`src/rtl/cpu_pkg.sv`:
```
// Shared CPU constants: opcode/func encodings, hazard FSM states and the
// opcode-known table used by the source-usage decode.
package cpu_pkg;

    localparam logic [5:0] OP_RTYPE = 6'd0;
    localparam logic [5:0] OP_J     = 6'd2;
    localparam logic [5:0] OP_JAL   = 6'd3;
    localparam logic [5:0] OP_BEQ   = 6'd4;
    localparam logic [5:0] OP_BNE   = 6'd5;
    localparam logic [5:0] OP_SW    = 6'd43;
    localparam logic [5:0] OP_STOP  = 6'd63;

    localparam logic [5:0] FN_SLL   = 6'd0;
    localparam logic [5:0] FN_SRL   = 6'd2;
    localparam logic [5:0] FN_SRA   = 6'd3;

    // DRAIN lasts this many cycles before HALT
    localparam logic [1:0] DRAIN_LEN = 2'd3;

    typedef enum logic [1:0] {
        ST_RUN   = 2'd0,
        ST_DRAIN = 2'd1,
        ST_HALT  = 2'd2
    } hz_state_e;

    // Opcodes whose operand usage is known exactly. Anything else
    // (including byte/half stores) is assumed to read both rs and rt.
    function automatic logic op_known(input logic [5:0] op);
        case (op)
            6'd0, 6'd2, 6'd3, 6'd4, 6'd5, 6'd6, 6'd7,
            6'd8, 6'd9, 6'd10, 6'd11, 6'd12, 6'd13, 6'd14, 6'd15,
            6'd32, 6'd33, 6'd35, 6'd36, 6'd37, 6'd43, 6'd63: return 1'b1;
            default: return 1'b0;
        endcase
    endfunction

endpackage

```
`src/rtl/hazard_detect.sv`:
```
// Combinational source-usage decode and RAW compare against EX/MEM writers.
// Build option HAZARD_FWD_EN: forwarding present, only load-use stalls.
module hazard_detect
    import cpu_pkg::*;
(
    input  logic [5:0] id_opcode,
    input  logic [5:0] id_func,
    input  logic [4:0] id_rs,
    input  logic [4:0] id_rt,
    input  logic       ex_regwrite,
    input  logic       ex_mem2reg,
    input  logic [4:0] ex_wreg,
    input  logic       mem_regwrite,
    input  logic [4:0] mem_wreg,
    output logic       stall_req
);

`ifdef HAZARD_FWD_EN
    localparam bit FWD_EN = 1'b1;
`else
    localparam bit FWD_EN = 1'b0;
`endif

    logic uses_rs, uses_rt;
    logic raw_ex, raw_mem;

    // Decide which source fields the ID instruction actually reads
    always_comb begin
        uses_rs = 1'b1;
        uses_rt = 1'b1;
        if (id_opcode == OP_J || id_opcode == OP_JAL)
            uses_rs = 1'b0;
        if (id_opcode == OP_RTYPE &&
            (id_func == FN_SLL || id_func == FN_SRL || id_func == FN_SRA))
            uses_rs = 1'b0;
        if (op_known(id_opcode) &&
            !(id_opcode == OP_RTYPE || id_opcode == OP_BEQ ||
              id_opcode == OP_BNE   || id_opcode == OP_SW))
            uses_rt = 1'b0;
    end

    // r0 is hardwired, so a write to it is never a dependency
    assign raw_ex  = ex_regwrite & (ex_wreg != 5'd0) &
                     ((uses_rs & (ex_wreg == id_rs)) | (uses_rt & (ex_wreg == id_rt)));
    assign raw_mem = mem_regwrite & (mem_wreg != 5'd0) &
                     ((uses_rs & (mem_wreg == id_rs)) | (uses_rt & (mem_wreg == id_rt)));

    // With forwarding only a load in EX cannot be bypassed in time
    assign stall_req = FWD_EN ? (raw_ex & ex_mem2reg) : (raw_ex | raw_mem);

endmodule

```
`src/rtl/hazard_ctrl.sv`:
```
// Pipeline hazard controller: stall/flush generation, STOP drain FSM and a
// saturating stall-cycle counter. Build option HAZARD_FWD_EN selects the
// load-use-only stall policy inside hazard_detect.
module hazard_ctrl
    import cpu_pkg::*;
(
    input  logic        clk,
    input  logic        rst,
    input  logic [5:0]  id_opcode,
    input  logic [5:0]  id_func,
    input  logic [4:0]  id_rs,
    input  logic [4:0]  id_rt,
    input  logic        ex_regwrite,
    input  logic        ex_mem2reg,
    input  logic [4:0]  ex_wreg,
    input  logic        mem_regwrite,
    input  logic [4:0]  mem_wreg,
    input  logic        ex_branch_taken,
    output logic        pc_en,
    output logic        ifid_en,
    output logic        ifid_flush,
    output logic        idex_flush,
    output logic        halted,
    output logic [15:0] stall_cnt
);

    hz_state_e   state_q, state_d;
    logic [1:0]  drain_cnt_q, drain_cnt_d;
    logic [15:0] stall_cnt_q, stall_cnt_d;
    logic        stall_req;
    logic        is_stop;

    hazard_detect u_detect (
        .id_opcode    (id_opcode),
        .id_func      (id_func),
        .id_rs        (id_rs),
        .id_rt        (id_rt),
        .ex_regwrite  (ex_regwrite),
        .ex_mem2reg   (ex_mem2reg),
        .ex_wreg      (ex_wreg),
        .mem_regwrite (mem_regwrite),
        .mem_wreg     (mem_wreg),
        .stall_req    (stall_req)
    );

    assign is_stop   = (id_opcode == OP_STOP);
    assign stall_cnt = stall_cnt_q;

    // State and counter registers with synchronous reset
    always_ff @(posedge clk) begin
        if (rst) begin
            state_q     <= ST_RUN;
            drain_cnt_q <= 2'd0;
            stall_cnt_q <= 16'd0;
        end else begin
            state_q     <= state_d;
            drain_cnt_q <= drain_cnt_d;
            stall_cnt_q <= stall_cnt_d;
        end
    end

    // Next state: branch beats stall, stall beats STOP (STOP waits for its
    // operands like any other instruction)
    always_comb begin
        state_d     = state_q;
        drain_cnt_d = drain_cnt_q;
        stall_cnt_d = stall_cnt_q;
        case (state_q)
            ST_RUN: begin
                if (ex_branch_taken) begin
                    state_d = ST_RUN;
                end else if (stall_req) begin
                    if (stall_cnt_q != 16'hFFFF)
                        stall_cnt_d = stall_cnt_q + 16'd1;
                end else if (is_stop) begin
                    state_d     = ST_DRAIN;
                    drain_cnt_d = DRAIN_LEN;
                end
            end
            ST_DRAIN: begin
                drain_cnt_d = (drain_cnt_q == 2'd0) ? 2'd0 : drain_cnt_q - 2'd1;
                if (drain_cnt_q <= 2'd1)
                    state_d = ST_HALT;
            end
            ST_HALT: state_d = ST_HALT;
            default: state_d = ST_RUN;
        endcase
    end

    // Outputs: default is "frozen with a bubble", RUN opens the pipe
    always_comb begin
        pc_en      = 1'b0;
        ifid_en    = 1'b0;
        ifid_flush = 1'b0;
        idex_flush = 1'b1;
        halted     = 1'b0;
        if (rst) begin
            ifid_flush = 1'b1;
        end else begin
            case (state_q)
                ST_RUN: begin
                    if (ex_branch_taken) begin
                        pc_en      = 1'b1;
                        ifid_en    = 1'b1;
                        ifid_flush = 1'b1;
                    end else if (!(stall_req || is_stop)) begin
                        pc_en      = 1'b1;
                        ifid_en    = 1'b1;
                        idex_flush = 1'b0;
                    end
                end
                ST_HALT: halted = 1'b1;
                default: halted = 1'b0;
            endcase
        end
    end

endmodule

```
`config.mk`:
```
export PLATFORM = sky130hd
export DESIGN_NAME = hazard_ctrl
export DESIGN_NICKNAME = d
export VERILOG_FILES = /design/src/rtl/cpu_pkg.sv /design/src/rtl/hazard_detect.sv /design/src/rtl/hazard_ctrl.sv
export SDC_FILE = /design/constraint.sdc
export NUM_CORES = 1
export LEC_CHECK = 0
export CAP_MARGIN = 20
export CELL_PAD_IN_SITES_DETAIL_PLACEMENT = 1
export CELL_PAD_IN_SITES_GLOBAL_PLACEMENT = 1
export CORE_ASPECT_RATIO = 1.25
export CORE_MARGIN = 2
export CORE_UTILIZATION = 31
export CTS_CLUSTER_SIZE = 8
export DETAILED_ROUTE_END_ITERATION = 8
export PLACE_DENSITY_LB_ADDON = 0.1
export SLEW_MARGIN = 20
export SYNTH_ARGS = -nofsm -noshare
export SYNTH_HDL_FRONTEND = slang
export SYNTH_SLANG_ARGS = --single-unit
```
`constraint.sdc`:
```
create_clock -name clk -period 2.8 [get_ports clk]
set_input_delay 0.42 -clock clk [delete_from_list [all_inputs] [get_ports clk]]
set_output_delay 0.42 -clock clk [all_outputs]
set_load 0.005 [all_outputs]
```
==> reports/qor.txt, run 1 <==
reg-to-reg setup timing slack: 0.54 ns
fmax: 361.4 MHz
relative slew slack: 73.52%
Post-DRT Antenna Nets: 0
final setup fails: 0
H-tree depth: 1
clk_lat worst skew: 0.26 ns
Slew Limit Fails: 0
FF+latch area: 400.4 sq um
full die area: 0.005620 sq mm
crit path max fanout: 2
r2r worst-path depth: 7
Hold Path End: stall_cnt[15]
total power: 0.0007750 W
final core occ: 54.07%
antenna violations before repair: 0
antenna cells: 0
largest net degree at the start of global routing: 19
area of the multi-input gates: 0.001246 sq mm
minimum clock period: 2.767 ns
Synth Register Bits: 20
Post-Synth Simple-Gate Area: 34.40%
Synth area leaders: dfxtp_1 (26%), nand3_1 (6.7%), xnor2_1 (6.7%)
Worst VDD drop: 0.1930 mV
CTS Hold Bufs: 0
fin cells: 337
cell area after synthesis: 0.001560 sq mm
DIE WIDTH: 67.46 microns
FF-to-FF Start: stall_cnt[0]
Crit. End Element: primary output
Leak Pwr: 1.082 nW
number of placed instances, taps included: 326
total number of vias: 1771
total wire length: 5352 microns
Area growth syn-to-layout: 66.32%
logic gate share of total power: 25.0%
Cell Int Power: 0.0005817 W
largest family of logic cells by synthesized area: simple AND/OR/NAND/NOR gates
Critical Path Source Type: primary input
CP arrival: 2.35 ns
initial cell density of the core: 32.51%
IO buf count: 57
post-synthesis cell count: 196
asr flop ratio synth: 0%
switch share: 24.94%
predominant post-synthesis flop cell: dfxtp_1
Hold Path Cell Cnt: 2
share of layout cells above drive strength 1: 28.16%
top cell type's share of synthesized area: 25.66%
Sequential Power Share: 37.3%
Yosys cell types: 46
DRC Markers: 0
mux contribution to synthesized area: 8.099%
Power Dens Cells: 298.6 mW/mm^2
root buffer cell: clkbuf_8
outcome: completed
clock share of power: 37.7%
CTS tree: yes
Worst Skew: 0.009733 ns
Die Ht: 83.32 microns
cell accounting for the most synthesized area: dfxtp_1
Core ar.: 0.004800 sq mm
Mapped Nets: 238
synthesized-area fraction occupied by adder cells: 3.208%
num rows: 28
DP HPWL: 3720 microns
Worst Path Required: 2.38 ns
Yosys warning count: 0
drt wl/cell: 15.88 microns
CTS Buffer Depth: 2
Initial DRT Pass Iterations: 4
Crit Path Class: primary input to primary output
first-pass GRT wire length: 8169 microns
grt ovf: 0
Fill cells: 565
CTS Sinks: 20
Top Ports: 59
type of the most critical hold path: register to register
Total GRT Usage: 18.14%
CTS Buf Count: 3
vias per inst: 5.255
Crit Reg-Reg Endpoint: stall_cnt[9]
Seq/Total Area, Yosys: 25.66%
Max Cap Viol: 0
Synth Area per Inst: 7.960 sq um
EDFF count, synth: 0
Compound-Gate Fraction of Synth Area: 13.07%
Initial DRC Count: 82
gpl congestion: 0.7874
Final Hold Fails: 0
xor/xnor cell area share of the yosys netlist: 11.23%
Clock Pin Slew Worst Setup and Hold Paths: 0.09 ns
vias in the first global route: 1762
worst-margin pin slew: 0.3957 ns
Psw: 0.0001933 W
HP Start: stall_cnt[15]
Nets: 320
Final period util: 98.83%
-- power groups by stage --
stage | registers [W] | logic, W | clock network, W
3_3_place_gp | 0.000295 | 0.000163 | 0
3_5_place_dp | 0.000295 | 0.000165 | 0
5_1_grt | 0.000289 | 0.000208 | 0.000316
2_1_floorplan | 0.000295 | 0.0000613 | 0
6_report | 0.000289 | 0.000194 | 0.000292
4_1_cts | 0.000289 | 0.000172 | 0.000303
-- logic make-up (layout without fill, tap and decap cells) --
group,after synthesis,after routing
AOI/OAI and AO/OA,31,31
xor gates and xnor gates,20,20
adders and majority gates,4,4
buffers and inverters,15,96
DFF,20,20
muxes,11,11
and+or+nand+nor,95,95
-- layout make-up --
cell class              instances  area share, %
multi-input cells             161          48.02
repair buffers                 85          29.89
flip-flops and latches         20          15.43
well taps                      60          2.893
clock buffers                   3          1.591
clock inverters                 1          1.157
inverters                       7          1.013
-- repair_timing --
action,CTS,global route
buffers inserted,6,1
endpoints found under the hold margin,0,0
endpoints found under the setup margin,3,9
pin swaps,15,23
resized for setup,46,37
-- registers in the layout, indices dropped and copies added (netlist names) --
| register | count |
|---|---|
| stall_cnt | 16 |
| drain_cnt_q | 2 |
| state_q | 2 |
-- cell usage in the layout, fill, tap and decap left out, types with 8 or more instances in the layout --
cell type / netlist / layout
mux2_2: 9 / 8
dlymetal6s2s_1: 0 / 9
clkdlybuf4s50_1: 0 / 31
nor2b_1: 12 / 12
xor2_1: 8 / 8
nand3_1: 21 / 20
dfxtp_1: 20 / 20
nor2_1: 18 / 18
a21oi_1: 10 / 10
buf_4: 1 / 23
-- worst max-delay path, cell delays in order --
cell	delay, ns
clkdlybuf4s50_1	0.52
xor2_1	0.30
nor4_4	0.09
o221ai_2	0.18
buf_4	0.15
nand2_4	0.04
or4_4	0.51
buf_6	0.13
-- how the worst max path moves through the flow --
| stage | cells past startpoint | slack [ns] | end | from |
|---|---|---|---|---|
| 4_1_cts | 13 | -0.07 | stall_cnt[9] | ex_wreg[4] |
| 6_report | 8 | 0.03 | idex_flush | id_rt[3] |
| 3_3_place_gp | 8 | -0.53 | idex_flush | mem_wreg[0] |
| 3_5_place_dp | 8 | -0.57 | idex_flush | mem_wreg[0] |
| 5_1_grt | 9 | -0.003 | idex_flush | ex_wreg[0] |
| 2_1_floorplan | 6 | 0.32 | idex_flush | mem_wreg[0] |
-- cells in the mapped netlist, types with 2 or more instances --
cell,n
nand2_1,7
and3_1,6
nand3_1,21
or3_1,2
inv_1,7
nor3_1,5
dfxtp_1,20
nand2b_1,2
mux2_2,9
and4_1,2
or4_1,4
nor4_2,2
xor2_1,8
nor2_1,18
o21a_1,2
nand4_1,5
nor2b_1,12
o21ai_1,2
o21ai_0,4
buf_1,2
a21oi_1,10
nor4_1,3
clkbuf_1,4
xnor2_1,12
ha_1,4
a21o_1,3
-- through the flow --
stage	worst slack (ns)	setup TNS (ns)	instance area, sq um	hold slack [ns]
6_report	0.03283	0	2595	0.5255
2_1_floorplan	0.3176	0	1560	0.4848
3_5_place_dp	-0.5663	-2.142	2335	0.5178
5_1_grt	-0.002889	-0.003305	2595	0.5796
3_3_place_gp	-0.5319	-1.811	2335	0.5097
4_1_cts	-0.07337	-0.07337	2501	0.5346
-- routing by layer --
layer / vias up / wire (microns) / track usage (%)
li1: 872 / - / -
met4: 0 / 15 / 2.783
met2: 47 / 2920 / 32.49
met1: 850 / 2240 / 22.58
met5: - / 0 / 0
met3: 2 / 175 / 2.846
Power figures use the tool's default switching activity.
==> inputs of run 2 (changes only) <==
SLEW_MARGIN = 15   (was 20)
==> results of run 2 <==
Final layout, timing and power as in run 1 (identical DEF).
